## src/rtl/handshake_elastic_fifo.sv

```systemverilog
// -----------------------------------------------------------------------------
// handshake_elastic_fifo
//
// Elastic FIFO placed between single-output handshake producers (constant
// stages and similar) and their consumers. Both directions are registered:
// outs/outs_valid come straight from the storage array and occupancy
// counter, and ins_ready depends only on the occupancy counter. There is
// therefore no combinational path from any input to any output.
//
// Handshake rule (both sides): a transfer happens on a rising clk edge
// where valid and ready are both high. The producer holds data and valid
// until the transfer happens; this FIFO holds outs/outs_valid stable while
// outs_valid=1 and outs_ready=0.
//
// Parameters
//   DATA_WIDTH  token width in bits (>= 1)
//   NUM_SLOTS   storage depth in tokens (>= 2, any value, not only 2^n)
//
// Ports
//   clk         single clock, rising edge
//   rst         asynchronous active-low reset
//   ins         input token data
//   ins_valid   upstream offers a token on ins
//   ins_ready   FIFO can accept a token this cycle (not full)
//   outs        head token data (reads 0 after reset)
//   outs_valid  a head token is present (not empty)
//   outs_ready  downstream accepts the head token this cycle
//   count       current occupancy, 0..NUM_SLOTS
// -----------------------------------------------------------------------------
module handshake_elastic_fifo #(
    parameter int DATA_WIDTH = 32,
    parameter int NUM_SLOTS  = 4
) (
    input  logic                           clk,
    input  logic                           rst,
    input  logic [DATA_WIDTH-1:0]          ins,
    input  logic                           ins_valid,
    output logic                           ins_ready,
    output logic [DATA_WIDTH-1:0]          outs,
    output logic                           outs_valid,
    input  logic                           outs_ready,
    output logic [$clog2(NUM_SLOTS+1)-1:0] count
);

    localparam int CW = $clog2(NUM_SLOTS + 1);
    localparam int PW = (NUM_SLOTS > 1) ? $clog2(NUM_SLOTS) : 1;

    localparam logic [CW-1:0] FULL_CNT = CW'(NUM_SLOTS);
    localparam logic [PW-1:0] LAST_PTR = PW'(NUM_SLOTS - 1);

    logic [DATA_WIDTH-1:0] mem_q [NUM_SLOTS];
    logic [PW-1:0]         wr_ptr_q, wr_ptr_d;
    logic [PW-1:0]         rd_ptr_q, rd_ptr_d;
    logic [CW-1:0]         cnt_q, cnt_d;
    logic                  push;
    logic                  pop;

    // Pointers wrap explicitly at NUM_SLOTS-1 so non-power-of-two depths
    // never touch slots beyond the array.
    function automatic logic [PW-1:0] ptr_next(input logic [PW-1:0] p);
        return (p == LAST_PTR) ? '0 : p + PW'(1);
    endfunction

    // Both handshake-side outputs are decoded from the registered counter
    // only; neither looks at the opposite side's inputs.
    assign ins_ready  = (cnt_q != FULL_CNT);
    assign outs_valid = (cnt_q != '0);

    assign push = ins_valid & ins_ready;
    assign pop  = outs_valid & outs_ready;

    assign outs  = mem_q[rd_ptr_q];
    assign count = cnt_q;

    always_comb begin
        wr_ptr_d = wr_ptr_q;
        rd_ptr_d = rd_ptr_q;
        cnt_d    = cnt_q;

        if (push) begin
            wr_ptr_d = ptr_next(wr_ptr_q);
        end
        if (pop) begin
            rd_ptr_d = ptr_next(rd_ptr_q);
        end

        // Simultaneous push and pop leaves the occupancy unchanged. An
        // empty FIFO cannot pop and a full one cannot push, so the counter
        // never leaves 0..NUM_SLOTS.
        unique case ({push, pop})
            2'b10:   cnt_d = cnt_q + CW'(1);
            2'b01:   cnt_d = cnt_q - CW'(1);
            default: cnt_d = cnt_q;
        endcase
    end

    // Storage is cleared on reset so that outs reads 0 immediately after
    // reset assertion, independent of clk.
    always_ff @(posedge clk or negedge rst) begin
        if (!rst) begin
            wr_ptr_q <= '0;
            rd_ptr_q <= '0;
            cnt_q    <= '0;
            for (int i = 0; i < NUM_SLOTS; i++) begin
                mem_q[i] <= '0;
            end
        end else begin
            wr_ptr_q <= wr_ptr_d;
            rd_ptr_q <= rd_ptr_d;
            cnt_q    <= cnt_d;
            if (push) begin
                mem_q[wr_ptr_q] <= ins;
            end
        end
    end

endmodule

```

## config.mk

```make
export PLATFORM = sky130hd
export DESIGN_NAME = handshake_elastic_fifo
export DESIGN_NICKNAME = d
export VERILOG_FILES = /design/src/rtl/handshake_elastic_fifo.sv
export SDC_FILE = /design/constraint.sdc
export NUM_CORES = 1
export LEC_CHECK = 0
export BUFFER_PORTS_ARGS = -buffer_cell sky130_fd_sc_hd__buf_2
export CORE_UTILIZATION = 59
export DETAILED_ROUTE_END_ITERATION = 6
export PLACE_DENSITY = 0.83
export REMOVE_ABC_BUFFERS = 1
export SYNTH_ARGS = -nofsm -noshare
export SYNTH_HDL_FRONTEND = slang
export SYNTH_SLANG_ARGS = --single-unit
```

## constraint.sdc

```tcl
create_clock -name clk -period 2.44 [get_ports clk]
set_input_delay 0.244 -clock clk [delete_from_list [all_inputs] [get_ports clk]]
set_output_delay 0.244 -clock clk [all_outputs]
set_load 0.01 [all_outputs]
```

Yosys cells after proc, flatten, opt, wreduce, memory -nomap -nowiden
Index checks and enable logic that the tools add are counted.
Word-level totals
  register bits after elaboration: 135
  input port bits: 36
  word-level logic and storage cells: 35
  output and inout port bits: 37
Cells by class
  reduce and logical (&&, ||, !) cells: 3
  mux-type cells: 9
  $lt $le $gt $ge: 3
  equality and inequality tests: 5
  bitwise logic cells: 4
  add/sub/neg operators: 4
Operators by type and width (number)
  bitwise mux 128 bit: 1
  two-way mux 32 bit: 3
  binary-select mux 32 bit (select 2 bit): 1
  demux 32 bit (select 2 bit): 1
  equality test 2 bit (second input constant): 3
  greater-or-equal comparator 3 bit (second input constant): 2
  NOT 2 -> 3 bit: 2
  case mux 3 bit (2 select lines): 1
  adder 2 x 1 -> 2 bit (second input constant): 2
  two-way mux 2 bit: 2
  adder 3 x 1 -> 3 bit (second input constant): 1
  < comparator 3 x 1 -> 1 bit (second input constant): 1
  inequality test 3 bit (second input constant): 1
  nonzero test 3 bit: 1
  subtractor 3 x 1 -> 3 bit (second input constant): 1
  AND 1 bit: 2
  equality test 2 x 1 -> 1 bit (second input constant): 1
  nonzero test 2 bit: 1
  logical AND 1 bit: 1

Depth between registers and ports, before layout
Gate-level depths: netlist of run 1.
  depth in word-level cells: 6
  gate-level depth with buffers: 9

Least setup slack after synthesis of run 1
No wires, ideal clock.
  kind: reg-to-reg
  from: register cnt_q[0] (netlist: count[0])
  to: register cnt_q[2] (netlist: count[2])
  arrival time: 2.018 ns
  stages on the path, launching flop included: 10
  setup slack: 0.343 ns
  buffers on the path: 1
  path through: dfrtp_1 > or3b_1 > buf_6 > nand2_1 > ha_1 > inv_1 > fa_1 > xor2_1 > nor2_1 > xor2_1
On the way
  word-level cells in the longest chain between the ends: 4
RTL lines
  start: declaration: line 54  | logic [CW-1:0] cnt_q, cnt_d;
  start signal: assignment: line 110  | cnt_q <= cnt_d;
  inequality test 3 bit *: line 66  | assign ins_ready = (cnt_q != FULL_CNT);
  via ins_ready: line 38  | output logic ins_ready,
  AND 1 bit *: line 69  | assign push = ins_valid & ins_ready;
  equality test 2 x 1 -> 1 bit / equality test 2 bit (equally long branches): line 90  | unique case ({push, pop})
  case mux 3 bit (2 select lines) / nonzero test 2 bit (equally long branches)
Mark *: on every way through the listed nets, which the timed path passes. The rest lies on a longest branch.
A chain may end at the register's enable or synchronous reset.

Worst setup path after layout of run 1
  from: register cnt_q[0] (netlist: count[0])
  to: register cnt_q[2] (netlist: count[2])
On the way
  word-level cells in the longest chain between the ends: 4
RTL lines (line)
  inequality test 3 bit / nonzero test 3 bit (equally long branches): 66, 67
  AND 1 bit, on equally long branches: 69, 70
  equality test 2 x 1 -> 1 bit / equality test 2 bit (equally long branches): 90
  case mux 3 bit (2 select lines) / nonzero test 2 bit (equally long branches)
Several ways; a longest one is shown, not always the timed one.

==> run_results.csv, run 1 <==
group,metric,value,unit
outcome,status,"complete, no violations",
global_routing,grtUsageTotal,0.2449,
route,drt-initial-drc-count,151,
setup_path,worstPathArrival,2.64,ns
flow_run,drv_cap,0,
floorplanning,die_h,107.8,um
floorplanning,die_area,11610,um2
power_and_ir_drop,clkPwrFrac,0.205,
logic_synthesis,yosysSeqAreaShare,0.5118,
clocking,htree_levels,4,
route,drt_wl_total,12670,um
finish,drive_above_1_share,0.5996,
clocking,clock_sinks,135,
timing,slew_headroom,0.5215,
clocking,insertion_delay,0.53,ns
timing,tightest_slew,0.7178,ns
setup_path,cp_common_cell,"xor2_1",
finish,nFillCells,667,
place,dp_hpwl,7025,um
floorplanning,core-area,10890,um2
logic_synthesis,yosysUniqueCellTypes,19,
timing,fin_crit_sh,0.9004,
setup_path,slowest_stage,"or3b_1",
power_and_ir_drop,p_per_area,1502,nW/um2
setup_path,worstSetupPathType,"reg -> reg",
floorplanning,io_pins,73,
power_and_ir_drop,swShare,0.3030,
power_and_ir_drop,p_switching,3.562,mW
route,wl_per_cell,20.53,um
finish,area_delta_synth_final,18.58,%
timing,fin_skew,0.008482,ns
global_routing,grt_pass1_vias,3849,
setup_path,critPathRequiredTime,2.88,ns
setup_path,cp-start-kind,"flip-flop",
clocking,cts.path.max_buffers,2,
timing,finalHoldViolCount,0,
logic_synthesis,syn_avg_cell_area,18.75,um2
logic_synthesis,syn-instance-count,352,
finish,stdcell_area,7826,um2
route,drc,0,
setup_path,cp-end-kind,"flip-flop",
route,postRouteAntennaNets,0,
timing,tns,0,ns
clocking,cts_made_buffers,17,
logic_synthesis,syn_area,6600,um2
logic_synthesis,synth_seq_cells,135,
global_routing,antenna_found_initial,0,
setup_path,crit_buf_inv,1,
timing,setup_viol,0,
place,port-buffer-count,72,
setup_path,crit_chain,"or3b_1 > nand2_1 > ha_1 > inv_1 > fa_1 > xor2_1 > nor2_1 > xor2_1",
timing,fmax,455.2,MHz
power_and_ir_drop,internal_power,8.196,mW
power_and_ir_drop,p_comb_frac,0.441,
global_routing,grt_max_degree,69,
route,vias,3493,
clocking,cts_tree,"built",
floorplanning,start_util,0.6062,
power_and_ir_drop,vdd_ir_drop_max,1.103,mV
timing,finalCriticalPeriod,2.197,ns
setup_path,cpPeakStageDelay,0.47,ns
route,first_pass_iters,5,
setup_path,cp_top_family,"simple AND/OR/NAND/NOR gates",
finish,fin_nets,507,
floorplanning,dieWidth,107.8,um
clocking,path_clk_slew,0.06,ns
logic_synthesis,ys_warn_count,0,
floorplanning,num_rows,38,
finish,diodes,0,
timing,slew_viol_final,0,
power_and_ir_drop,power.leakage,3.601,nW
hold_path,hp-class,"in -> reg",
global_routing,grt_pass1_wl,21000,um
clocking,root_buffer,"clkbuf_8",
place,placed_cell_area,6880,um2
global_routing,grt.overflow.total,0,
setup_path,cp_max_fo,6,
power_and_ir_drop,p_seq_frac,0.354,
timing,grt_setup_unrepaired,"no",
place,gp_congestion,0.7422,
route,vias_per_cell,5.661,
[routing by layer]
layer	track usage	part of all wire	vias to the layer above
met4	0.08121	0.011	0
met1	0.3278	0.45	1885
li1	-	-	1515
met3	0.06961	0.044	15
met2	0.3860	0.50	78
met5	0	0	-
[final cells by class]
cell class	instances	area, um2	share of cell area
Timing Repair Buffer	118	815.8	0.1042
Multi-Input combinational cell	186	2869	0.3666
Tap cell	140	175.2	0.02238
Sequential cell	135	3383	0.4323
Clock inverter	8	70.07	0.008953
Clock buffer	24	490.5	0.06267
Inverter	6	22.52	0.002878
[cells by family (layout without fill, tap and decap cells)]
logic type    after synthesis  in the layout  synth area share
xor+xnor                    3              3          0.003982
fa+ha+maj                   7              7           0.01441
buf+inv                    31            156           0.05346
flops                     135            135            0.5118
mux                       165            165            0.4042
simple gates               11             11           0.01213
[through the flow]
step | std cells | setup WS (ns) | hold slack, ns | utilization | total power, mW
global placement | 545 | 0.3512 | 0.2344 | 0.6319 | 9.039
floorplan | 327 | 0.08987 | -0.05159 | - | 7.756
detailed placement | 545 | 0.2704 | 0.2427 | 0.6319 | 9.184
CTS | 610 | 0.06199 | 0.09634 | 0.7140 | 11.71
global route | 617 | 0.09632 | 0.1124 | 0.7188 | 12.43
finish | 617 | 0.2429 | 0.1204 | 0.7188 | 11.76
[synthesized netlist by cell type]
master      n  area share
mux2_4    120        0.27
inv_1       6      0.0034
mux2_2     12       0.020
mux2i_1     1      0.0015
clkbuf_1    5      0.0028
buf_2       3      0.0023
dfrtp_1   135        0.51
buf_6       5      0.0085
and3_4      4      0.0068
nor2_1      3      0.0017
nand2_1     2      0.0011
xnor2_1     1      0.0013
xor2_1      2      0.0027
or3b_1      1      0.0013
buf_12     12       0.036
fa_1        1      0.0030
ha_1        6       0.011
or3_2       1      0.0011
mux4_2     32        0.11
[cell usage in the layout (no fill, tap or decap)]
cell type      synthesis  routed
or3_2                  1       1
dfrtp_1              135     133
fa_1                   1       1
bufinv_16              0       1
dfrtp_4                0       1
mux2i_1                1       1
dfrtp_2                0       1
or3b_1                 1       1
buf_12                12       2
dlygate4sd3_1          0      33
mux2_4               120     120
buf_4                  0      12
mux2_2                12      12
clkinvlp_4             0       2
clkinv_2               0       5
xnor2_1                1       1
ha_1                   6       6
and3_4                 4       4
nand2_1                2       2
buf_2                  3      71
xor2_1                 2       2
inv_1                  6       6
clkbuf_1               5       2
clkbuf_16              0      16
mux4_2                32      32
clkbuf_8               0       6
nor2_1                 3       3
[state kept, by name, summed over array words and instances (netlist names)]
register / cells
wr_ptr_q: 2
rd_ptr_q: 2
mem_q: 128
count: 3
[power groups by stage]
| stage | Sequential (mW) | Combinational [mW] | Clock [mW] |
|---|---|---|---|
| final | 4.17 | 5.18 | 2.41 |
| after global routing | 4.29 | 5.57 | 2.57 |
| after CTS | 4.18 | 5.10 | 2.44 |
| after detailed placement | 4.16 | 5.02 | 0 |
| after global placement | 4.10 | 4.94 | 0 |
| after floorplan | 4.04 | 3.71 | 0 |
[worst paths after layout]
kind,startpoint,end,slack (ns),cells past startpoint
max in group asynchronous,rst,mem_q[68],1.40,3
max,count[0],count[2],0.24,8
min,outs_ready,rd_ptr_q[1],0.12,3
min reg2reg,mem_q[99],mem_q[99],0.50,1
min in group asynchronous,rst,count[1],0.24,2
max reg2reg,count[0],count[2],0.24,8
[timing repair]
action	CTS	global route
hold buffers	33	0
setup buffers	0	7
resized for setup	1	0
setup endpoints to repair	20	2
endpoints found under the hold margin	154	0
[worst min-delay path: cells and delay by family]
| kind | cells | cell delay [ns] |
|---|---|---|
| buffers and inverters | 1 | 0.10 |
| multiplexers | 1 | 0.17 |
| AND/OR/NAND/NOR | 1 | 0.10 |
No activity file was read; power rests on OpenSTA's default activity.
==> run 2, diff against run 1 <==
--- a/config.mk
+++ b/config.mk
@@ -5,10 +5,13 @@
 export SDC_FILE = /design/constraint.sdc
 export NUM_CORES = 1
 export LEC_CHECK = 0
+export ABC_CLOCK_PERIOD_IN_PS = 2440
 export BUFFER_PORTS_ARGS = -buffer_cell sky130_fd_sc_hd__buf_2
-export CORE_UTILIZATION = 59
+export CELL_PAD_IN_SITES_DETAIL_PLACEMENT = 1
+export CELL_PAD_IN_SITES_GLOBAL_PLACEMENT = 2
+export CORE_UTILIZATION = 44
 export DETAILED_ROUTE_END_ITERATION = 6
-export PLACE_DENSITY = 0.83
+export PLACE_DENSITY = 0.82
 export REMOVE_ABC_BUFFERS = 1
 export SYNTH_ARGS = -nofsm -noshare
 export SYNTH_HDL_FRONTEND = slang
==> run 2 against run 1 <==
Worst setup slack improved by 0.0076 ns. First-iteration DRC count down 21%. Combinational power fell by 3%. Clock skew is 0.0052 ns lower. Count of clock-buffer cells in the layout stayed put. Die area is 33% higher. Wire length up 1.8%. Fmax rose by 0.35%. Critical path depth decreased by 5. Final cell count increased by 0.32%. Critical path type is now reg -> out. Highest routed layer unchanged.
==> run_results.csv, run 2 (same netlist as run 1, synthesis figures left out) <==
group,metric,value,unit
power_and_ir_drop,swShare,0.3011,
clocking,root_buffer,"clkbuf_16",
setup_path,worstReg2RegStart,"count[0]",
finish,top_register,"mem_q",
setup_path,cp_top_family,"flip-flops",
hold_path,min_to,"mem_q[70]",
place,pre_cts_slack,0.2622,ns
floorplanning,core-area,14590,um2
finish,largest_reg_flops,128,
timing,tightest_slew,0.7293,ns
setup_path,cp-end-kind,"primary output",
finish,area_delta_synth_final,13.54,%
route,vias_per_cell,5.309,
floorplanning,dieWidth,124.5,um
finish,fin_util,0.5136,
flow_run,drv_cap,0,
clocking,path_clk_slew,0.05,ns
clocking,cts.path.max_buffers,2,
global_routing,grt.overflow.total,0,
hold_path,hp-class,"in -> reg",
setup_path,worstPathArrival,1.95,ns
global_routing,grt_pass1_vias,3942,
timing,finalHoldViolCount,0,
setup_path,cpPeakStageDelay,0.76,ns
route,drc,0,
clocking,insertion_delay,0.41,ns
floorplanning,die_area,15490,um2
global_routing,grt_use_met1,0.2551,
route,vias,3286,
floorplanning,die_h,124.5,um
outcome,status,"complete, no violations",
route,drt_wl_total,12890,um
power_and_ir_drop,p_seq_frac,0.361,
place,place_inst,588,
route,first_pass_iters,4,
timing,setup_viol,0,
timing,layout_setup_ws,0.2505,ns
timing,slew_viol_final,0,
setup_path,crit_buf_inv,2,
global_routing,gr-usage-met2,0.2801,
timing,grt_setup_unrepaired,"no",
route,wl_per_cell,20.83,um
finish,final_common_cell,"dfrtp_1",
finish,drive_above_1_share,0.6328,
finish,stdcell_area,7493,um2
finish,fin_nets,467,
hold_path,hp-start,"ins[6]",
place,placed_cell_area,6932,um2
power_and_ir_drop,power.leakage,3.427,nW
clocking,cts_made_buffers,17,
setup_path,critPathRequiredTime,2.20,ns
power_and_ir_drop,vdd_ir_drop_max,0.7763,mV
clocking,cts_setup_buffers,0,
route,postRouteAntennaNets,0,
setup_path,ff2ff_setup_slack,0.27,ns
floorplanning,num_rows,44,
power_and_ir_drop,internal_power,8.108,mW
clocking,cts_resized,0,
hold_path,hold_depth,2,
global_routing,gr-max-usage-layer,"met2",
setup_path,crit_chain,"buf_4 > mux4_2 > buf_2",
route,drt-initial-drc-count,119,
global_routing,grtUsageTotal,0.1869,
global_routing,met3_usage,0.06271,
timing,tns,0,ns
finish,final_cell_mix,"133 x dfrtp_1, 120 x mux2_4, 71 x buf_2",
place,dp_hpwl,7908,um
finish,fin_cells,619,
clocking,clock_sinks,135,
setup_path,cp_max_fo,22,
timing,slew_headroom,0.5138,
timing,finalCriticalPeriod,2.189,ns
global_routing,antenna_found_initial,2,
place,gp_congestion,0.7451,
timing,fin_skew,0.003273,ns
floorplanning,io_pins,73,
timing,fmax,456.7,MHz
setup_path,cp-start-kind,"flip-flop",
setup_path,worstSetupPathType,"reg -> out",
finish,nFillCells,1364,
setup_path,r2r_end,"count[2]",
setup_path,reg2regPathDepth,8,
timing,fin_crit_sh,0.8973,
setup_path,slowest_stage,"dfrtp_2",
power_and_ir_drop,p_per_area,1548,nW/um2
place,port-buffer-count,72,
global_routing,grt_pass1_wl,22250,um
power_and_ir_drop,p_comb_frac,0.433,
clocking,cts_tree,"built",
floorplanning,start_util,0.4524,
global_routing,grt_max_degree,63,
power_and_ir_drop,p_switching,3.493,mW
power_and_ir_drop,clkPwrFrac,0.205,
clocking,htree_levels,4,
==> run 2: layout make-up <==
cell class / count / area [um2] / area share
repair buffers: 78 / 439.2 / 0.05861
well taps: 184 / 230.2 / 0.03072
diodes: 2 / 5.005 / 0.0006679
clock inverters: 4 / 45.04 / 0.006011
inverters: 6 / 22.52 / 0.003006
flip-flops and latches: 135 / 3381 / 0.4512
clock buffers: 24 / 501.7 / 0.06696
multi-input cells: 186 / 2869 / 0.3829
==> run 2: stage by stage <==
step / power [mW] / hold WS (ns)
3_3_place_gp: 9.100 / 0.2264
2_1_floorplan: 7.756 / -0.05159
6_report: 11.60 / 0.1139
4_1_cts: 11.77 / 0.09058
5_1_grt: 12.30 / 0.1012
3_5_place_dp: 9.297 / 0.2364
==> run 2: worst max path at each step <==
stage,end,cells after the start,start
2_1_floorplan,outs[0],1,rd_ptr_q[0]
3_3_place_gp,count[2],8,count[0]
3_5_place_dp,count[2],8,count[0]
4_1_cts,outs[13],3,rd_ptr_q[0]
5_1_grt,outs[14],3,rd_ptr_q[0]
6_report,outs[26],3,rd_ptr_q[1]
==> run 2: what timing repair did <==
| action | in CTS | in global routing |
|---|---|---|
| setup endpoints to repair | 0 | 0 |
| hold buffers | 1 | 0 |
| endpoints found under the hold margin | 52 | 0 |
==> run 2: metal layers <==
metal / vias to the layer above / share of wire
li1: 1431 / -
met1: 1772 / 0.46
met2: 70 / 0.48
met3: 13 / 0.046
met4: 0 / 0.011
met5: - / 0
==> run 2: power groups by stage <==
| stage | Sequential [mW] | Clock, mW | Combinational [mW] |
|---|---|---|---|
| after floorplan | 4.04 | 0 | 3.71 |
| after global placement | 4.11 | 0 | 4.99 |
| after detailed placement | 4.20 | 0 | 5.10 |
| after CTS | 4.20 | 2.45 | 5.13 |
| after global routing | 4.36 | 2.54 | 5.40 |
| final | 4.19 | 2.38 | 5.03 |
